[config.mk]
export PLATFORM = sky130hd
export DESIGN_NAME = mcpu_ram_arbiter
export DESIGN_NICKNAME = d
export VERILOG_FILES = /design/src/rtl/mcpu_ram_arbiter.sv
export SDC_FILE = /design/constraint.sdc
export NUM_CORES = 1
export LEC_CHECK = 0
export ABC_AREA = 1
export CAP_MARGIN = 20
export CORE_MARGIN = 2
export CORE_UTILIZATION = 38
export CTS_CLUSTER_SIZE = 8
export DETAILED_ROUTE_END_ITERATION = 12
export PLACE_DENSITY = 0.77
export SKIP_LAST_GASP = 1
export SYNTH_ARGS = -nofsm -noshare
export SYNTH_HDL_FRONTEND = slang
export SYNTH_SLANG_ARGS = --single-unit
[constraint.sdc]
create_clock -name clk -period 1.3 [get_ports clk]
set_clock_uncertainty 0.15 [all_clocks]
set_input_delay 0.26 -clock clk [delete_from_list [all_inputs] [get_ports clk]]
set_output_delay 0.26 -clock clk [all_outputs]
set_load 0.05 [all_outputs]
[src/rtl/mcpu_ram_arbiter.sv]
// Two-requester round-robin arbiter in front of a single-port RAM controller.
// Each granted access occupies one IDLE sampling cycle plus one ACCESS cycle.
module mcpu_ram_arbiter #(
  parameter int WORD_SIZE  = 8,
  parameter int ADDR_WIDTH = 8
) (
  input  logic                  clk,
  input  logic                  reset,
  input  logic                  m0_req,
  input  logic                  m0_we,
  input  logic [ADDR_WIDTH-1:0] m0_addr,
  input  logic [WORD_SIZE-1:0]  m0_wdata,
  output logic                  m0_gnt,
  output logic                  m0_rvalid,
  output logic [WORD_SIZE-1:0]  m0_rdata,
  input  logic                  m1_req,
  input  logic                  m1_we,
  input  logic [ADDR_WIDTH-1:0] m1_addr,
  input  logic [WORD_SIZE-1:0]  m1_wdata,
  output logic                  m1_gnt,
  output logic                  m1_rvalid,
  output logic [WORD_SIZE-1:0]  m1_rdata,
  output logic                  ram_we,
  output logic                  ram_re,
  output logic [ADDR_WIDTH-1:0] ram_addr,
  output logic [WORD_SIZE-1:0]  ram_wdata,
  input  logic [WORD_SIZE-1:0]  ram_rdata,
  output logic                  busy
);

  typedef enum logic {IDLE, ACCESS} state_t;

  state_t                  state;
  logic                    last_grant;  // 1 = m1 was granted most recently
  logic                    owner;       // requester of the access in flight
  logic                    pick_m1;
  logic                    sel_we;
  logic [ADDR_WIDTH-1:0]   sel_addr;
  logic [WORD_SIZE-1:0]    sel_wdata;

  // On a tie m1 wins only if m0 was the last one served.
  always_comb begin
    pick_m1   = m1_req && (!m0_req || !last_grant);
    sel_we    = pick_m1 ? m1_we    : m0_we;
    sel_addr  = pick_m1 ? m1_addr  : m0_addr;
    sel_wdata = pick_m1 ? m1_wdata : m0_wdata;
  end

  always_ff @(posedge clk or posedge reset) begin
    if (reset) begin
      state      <= IDLE;
      last_grant <= 1'b1;
      owner      <= 1'b0;
      m0_gnt     <= 1'b0;
      m1_gnt     <= 1'b0;
      m0_rvalid  <= 1'b0;
      m1_rvalid  <= 1'b0;
      m0_rdata   <= '0;
      m1_rdata   <= '0;
      ram_we     <= 1'b0;
      ram_re     <= 1'b0;
      ram_addr   <= '0;
      ram_wdata  <= '0;
      busy       <= 1'b0;
    end else begin
      case (state)
        IDLE: begin
          m0_rvalid <= 1'b0;
          m1_rvalid <= 1'b0;
          if (m0_req || m1_req) begin
            owner      <= pick_m1;
            last_grant <= pick_m1;
            m0_gnt     <= !pick_m1;
            m1_gnt     <= pick_m1;
            busy       <= 1'b1;
            ram_addr   <= sel_addr;
            ram_wdata  <= sel_wdata;
            ram_we     <= sel_we;
            ram_re     <= !sel_we;
            state      <= ACCESS;
          end
        end
        ACCESS: begin
          m0_gnt <= 1'b0;
          m1_gnt <= 1'b0;
          busy   <= 1'b0;
          ram_we <= 1'b0;
          ram_re <= 1'b0;
          // ram_re doubles as the latched "this is a read" flag.
          if (ram_re) begin
            if (owner) begin
              m1_rdata  <= ram_rdata;
              m1_rvalid <= 1'b1;
            end else begin
              m0_rdata  <= ram_rdata;
              m0_rvalid <= 1'b1;
            end
          end
          state <= IDLE;
        end
        default: state <= IDLE;
      endcase
    end
  end

endmodule

==> flow_summary_export.csv, run 1 <==
group,metric,value,unit
pwr,p_sw,3031,uW
finish,final_area,0.003824,sq mm
global_route,grt_pass1_wl,8480,um
timing,tightest_slew,0.2132,ns
finish,syn2layout_area_growth,98.70,%
cts,clkSinkCount,42,
routing,drtPass1Iterations,4,
timing,min_period_over_period,104.0,%
pwr,total_power,7397,uW
synth,ys_seq_area_share,54.68,%
setup_path,max_stage_delay,0.48,ns
finish,instances_no_fill,421,
global_route,grt_use_total,20.28,%
setup_path,slowest_stage,"dfrtp_2",
setup_path,arrival,0.94,ns
pwr,leakagePower,0.001978,uW
synth,synthesis.area,0.001924,sq mm
routing,met3WireLength,402,um
global_route,grt_overflow,0,
setup_path,crit_chain,"buf_12",
synth,synth_top_family_by_area,"simple AND/OR/NAND/NOR gates",
routing,wirelength,6235,um
cts,clockBufferDepth,2,
synth,netlist_instances,243,
die,fp.coreArea,0.004817,sq mm
routing,via_per_inst,4.753,
place,dpl.hpwl,3959,um
pwr,pwr-share-clk,14.4,%
timing,setup_slack,-0.05220,ns
synth,synth-simple-area-share,28.09,%
synth,synthAdderAreaFrac,0,%
place,gp_congestion,0.7932,
synth,yosysWarnings,0,
timing,hold_viol,0,
die,die_h,75.16,um
routing,drc,0,
routing,wl_met2,3425,um
setup_path,path_buf_inv,1,
synth,syn_area_per_cell,7.919,sq um
synth,synth-compound-area-share,4.421,%
timing,setup_viol,23,
synth,ys_ff_latch,42,
synth,synth_area_leaders,"dfrtp_1, nand2_1, nand3_1, inv_1, o21ai_1",
die,pin_count,85,
pwr,power_density,1935,mW/mm^2
cts,numCtsBuffers,5,
setup_path,r2r_start,"last_grant",
cts,cts_tree,"done",
setup_path,worstSetupPathType,"register to primary output",
outcome,status,"complete, but fails checks",
routing,final_antenna_net_count,0,
place,place_ws,-0.3070,ns
synth,ys_types,15,
setup_path,cp-start-kind,"register",
setup_path,path_delay_family,"flip-flops",
setup_path,crit_path_end_kind,"primary output",
flow_run,cap_violations,0,
cts,insertion_delay,0.29,ns
cts,clkSlewWorstSetupHoldPaths,0.08,ns
timing,slew_headroom,85.78,%
timing,rsz0062_at_grt,"yes",
setup_path,worstRegToRegCells,6,
synth,synth.largest_area_cell,"dfrtp_1",
pwr,peakVddDrop,0.001160,V
routing,wire_per_inst,14.81,um
finish,final_common_cell,"nand2_1",
setup_path,rrSetupSlack,-0.05,ns
finish,fillers,292,
place,portBuffers,84,
cts,htree_levels,2,
finish,diodes,0,
finish,layout.nets,399,
place,dpl-instance-area,0.003329,sq mm
pwr,swShare,40.97,%
die,rows,25,
global_route,grt_max_degree,19,
global_route,antenna_found_initial,0,
setup_path,timing.rr.end,"ram_addr[3]",
routing,highest_layer,"met4",
synth,synth_mux_area_share,0,%
pwr,power_frac_seq,29.5,%
worst_hold_path,holdCritPathClass,"input pin to asynchronous set/reset pin",
finish,drive_gt1_share,35.59,%
die,fp.dieW,75.16,um
die,start_util,39.95,%
global_route,grt_pass1_vias,1896,
place,dp_cells,399,
finish,layout_common_cells,"nand2_1, inv_1, clkdlybuf4s50_1",
timing,period_needed,1.352,ns
cts,root_buffer,"clkbuf_8",
synth,synth_xor_area_share,0,%
routing,drtIter0Drc,73,
die,die_area,0.005649,sq mm
timing,timing.fmax,739.5,MHz
setup_path,critical_path_required,0.89,ns
synth,synth_top_area_share,53.32,%
routing,vias,2001,
synth,synth.net_count,289,
outcome,violations,"negative setup slack",
pwr,p_int,4367,uW
setup_path,worstPathMaxFanout,4,
timing,maxSlewViolCount,0,
pwr,p_comb_share,56.1,%
routing,routedLengthMet1,2330,um
==> sequential cells by signal, summed over array words and instances (netlist names) <==
name        count
owner           1
ram_re          1
ram_wdata       8
m0_gnt          1
m0_rdata        8
busy            1
last_grant      1
m1_rdata        8
m0_rvalid       1
m1_gnt          1
ram_we          1
state           1
ram_addr        8
m1_rvalid       1
==> final cells by class <==
cell class	count	area, sq um	area share (%)
clock inverters	1	30.03	0.7853
flip-flops and latches	42	1055	27.59
clock buffers	7	86.33	2.258
inverters	47	182.7	4.777
multi-input cells	144	865.8	22.64
well taps	67	83.83	2.192
repair buffers	113	1520	39.76
==> cell families after synthesis <==
group                  count (synthesis)
DFF                                   42
buffers and inverters                 57
and+or+nand+nor                      127
AOI/OAI and AO/OA                     17
==> metal layers <==
layer | vias to the layer above | global-route usage (%)
met3 | 9 | 5.756
met2 | 78 | 35.28
met4 | 0 | 8.772
met5 | - | 0
li1 | 954 | -
met1 | 960 | 23.31
==> power by group through the flow <==
| stage | sequential, uW | clock [uW] | combinational [uW] |
|---|---|---|---|
| 2_1_floorplan | 3290 | 0 | 531 |
| 3_3_place_gp | 2170 | 0 | 3750 |
| 3_5_place_dp | 2180 | 0 | 3820 |
| 4_1_cts | 2170 | 1070 | 3870 |
| 5_1_grt | 2210 | 1130 | 4370 |
| 6_report | 2180 | 1060 | 4150 |
==> Yosys cell counts, drive strengths merged <==
master  count
buf        10
inv        47
o21ai      17
nor2        2
dfstp       1
dfrtp      41
nand3      39
nand2      86
==> stage by stage <==
stage,util (%),TNS [ns],hold WS (ns)
6_report,79.38,-0.5778,0.1015
5_1_grt,79.38,-1.678,0.1013
4_1_cts,72.26,-0.5249,0.08997
3_5_place_dp,69.12,-6.730,0.3194
3_3_place_gp,69.12,-5.358,0.3031
2_1_floorplan,-,0,0.1011
==> worst max path at each step <==
stage	from	to	slack, ns	cells after the start
after floorplan	last_grant	owner	0.006	5
after detailed placement	m1_req	busy	-0.31	5
final	ram_re	ram_re	-0.05	1
after global placement	m1_req	ram_addr[0]	-0.25	6
after global routing	last_grant	ram_wdata[0]	-0.09	6
after CTS	state	m1_rdata[2]	-0.05	3
==> repair_timing <==
action,4_1_cts,5_1_grt
gates resized for setup,5,59
pin swaps,1,10
gates cloned,0,1
setup endpoints to repair,22,69
hold buffers,0,0
setup buffers,2,11
Note: power is estimated with default switching activity, not from simulation.
==> inputs of run 2 (changes only) <==
CORE_UTILIZATION = 42   (was 38)
PLACE_DENSITY = 0.8   (was 0.77)
clock period = 1.4 ns   (was 1.3 ns; I/O delays follow)
==> flow_summary_export.csv, run 2 (synthesis results as in run 1) <==
group,metric,value,unit
outcome,status,"finished, final reports clean",
worst_hold_path,holdCritPathClass,"input pin to asynchronous set/reset pin",
die,pin_count,85,
setup_path,path_delay_family,"flip-flops",
pwr,peakVddDrop,0.001024,V
setup_path,worstSetupPathType,"register to primary output",
timing,period_needed,1.385,ns
place,place_ws,-0.2658,ns
routing,wire_per_inst,12.74,um
finish,syn2layout_area_growth,78.09,%
setup_path,critical_path_required,0.97,ns
cts,clkSlewWorstSetupHoldPaths,0.08,ns
setup_path,crit_path_end_kind,"primary output",
cts,clockBufferDepth,2,
timing,timing.fmax,722.2,MHz
finish,final_common_cell,"nand2_1",
finish,layout_common_cells,"nand2_1, inv_1, clkdlybuf4s50_1",
die,start_util,43.89,%
die,die_area,0.005139,sq mm
cts,clkSinkCount,42,
finish,diodes,0,
pwr,total_power,6452,uW
setup_path,arrival,0.95,ns
routing,via_per_inst,4.781,
setup_path,path_buf_inv,1,
routing,drtPass1Iterations,4,
cts,hold_buffers,0,
global_route,grt_max_degree,19,
timing,slew_headroom,77.11,%
timing,maxSlewViolCount,0,
timing,tightest_slew,0.3430,ns
routing,wirelength,4995,um
global_route,grt_overflow,0,
cts,cts_tree,"done",
place,gp_congestion,0.7759,
global_route,grt_pass1_vias,1926,
cts,insertion_delay,0.29,ns
timing,min_period_over_period,98.90,%
die,fp.coreArea,0.004384,sq mm
routing,vias,1874,
routing,final_antenna_net_count,0,
timing,setup_slack,0.01537,ns
global_route,grt_use_total,21.05,%
pwr,power_density,1883,mW/mm^2
die,die_h,71.69,um
die,fp.dieW,71.69,um
global_route,grt_pass1_wl,8466,um
pwr,leakagePower,0.001797,uW
timing,setup_viol,0,
global_route,antenna_found_initial,0,
finish,instances_no_fill,392,
cts,numCtsBuffers,5,
place,dpl.hpwl,3842,um
timing,hold_viol,0,
place,dp_cells,382,
setup_path,crit_chain,"buf_12",
place,portBuffers,84,
routing,drc,0,
timing,rsz0062_at_grt,"yes",
cts,root_buffer,"clkbuf_8",
setup_path,worstPathMaxFanout,4,
setup_path,slowest_stage,"dfrtp_1",
flow_run,cap_violations,0,
setup_path,max_stage_delay,0.49,ns
die,rows,24,
finish,layout.nets,385,
finish,drive_gt1_share,20.59,%
cts,htree_levels,2,
routing,drtIter0Drc,52,
setup_path,cp-start-kind,"register",
-- run 2: timing repair --
action	CTS	global route
hold endpoints to repair	0	0
gates cloned	0	0
pin swaps	1	2
resized for setup	1	8
endpoints found under the setup margin	2	35
setup buffers	2	0
-- run 2: layout make-up --
type | instances | area, sq um
Tap cell | 52 | 65.06
Multi-Input combinational cell | 144 | 638.1
Fill cell | 290 | 957.2
Inverter | 47 | 182.7
Clock inverter | 1 | 30.03
Clock buffer | 7 | 76.32
Timing Repair Buffer | 99 | 1381
Sequential cell | 42 | 1054
-- run 2: final timing paths --
path / slack [ns] / cells after the start / endpoint / from
max: 0.02 / 1 / ram_re / ram_re
max reg2reg: 0.05 / 3 / m1_rdata[7] / ram_re
min: 0.14 / 2 / ram_addr[5] / reset
min reg2reg: 0.33 / 2 / last_grant / last_grant
min in group clk: 0.31 / 4 / last_grant / m0_req
max in group asynchronous: 0.60 / 3 / m1_rvalid / reset
-- run 2: per-stage QoR --
stage	util (%)	setup TNS, ns	instance area [sq um]	hold slack [ns]
finish	78.17	0	3427	0.1429
detailed placement	74.74	-5.464	3277	0.3166
global route	78.17	-0.3009	3427	0.1398
floorplan	-	-0.3189	1928	0.1212
CTS	77.57	0	3401	0.1427
global placement	74.74	-3.801	3277	0.3011
-- run 2: layer usage --
layer | up-vias | part of all wire, % | global-route usage [%]
li1 | 926 | - | -
met1 | 859 | 39 | 24.70
met2 | 77 | 52 | 36.52
met3 | 12 | 7.0 | 6.470
met4 | 0 | 1.9 | 7.338
met5 | - | 0 | 0
-- run 2: power breakdown --
| part | switching, uW | leakage (uW) | total, uW | internal, uW |
|---|---|---|---|---|
| Clock | 391 | 0.0000524 | 925 | 534 |
| Sequential | 423 | 0.000513 | 2010 | 1590 |
| Combinational | 1810 | 0.00123 | 3520 | 1700 |
| Total | 2630 | 0.00180 | 6450 | 3820 |
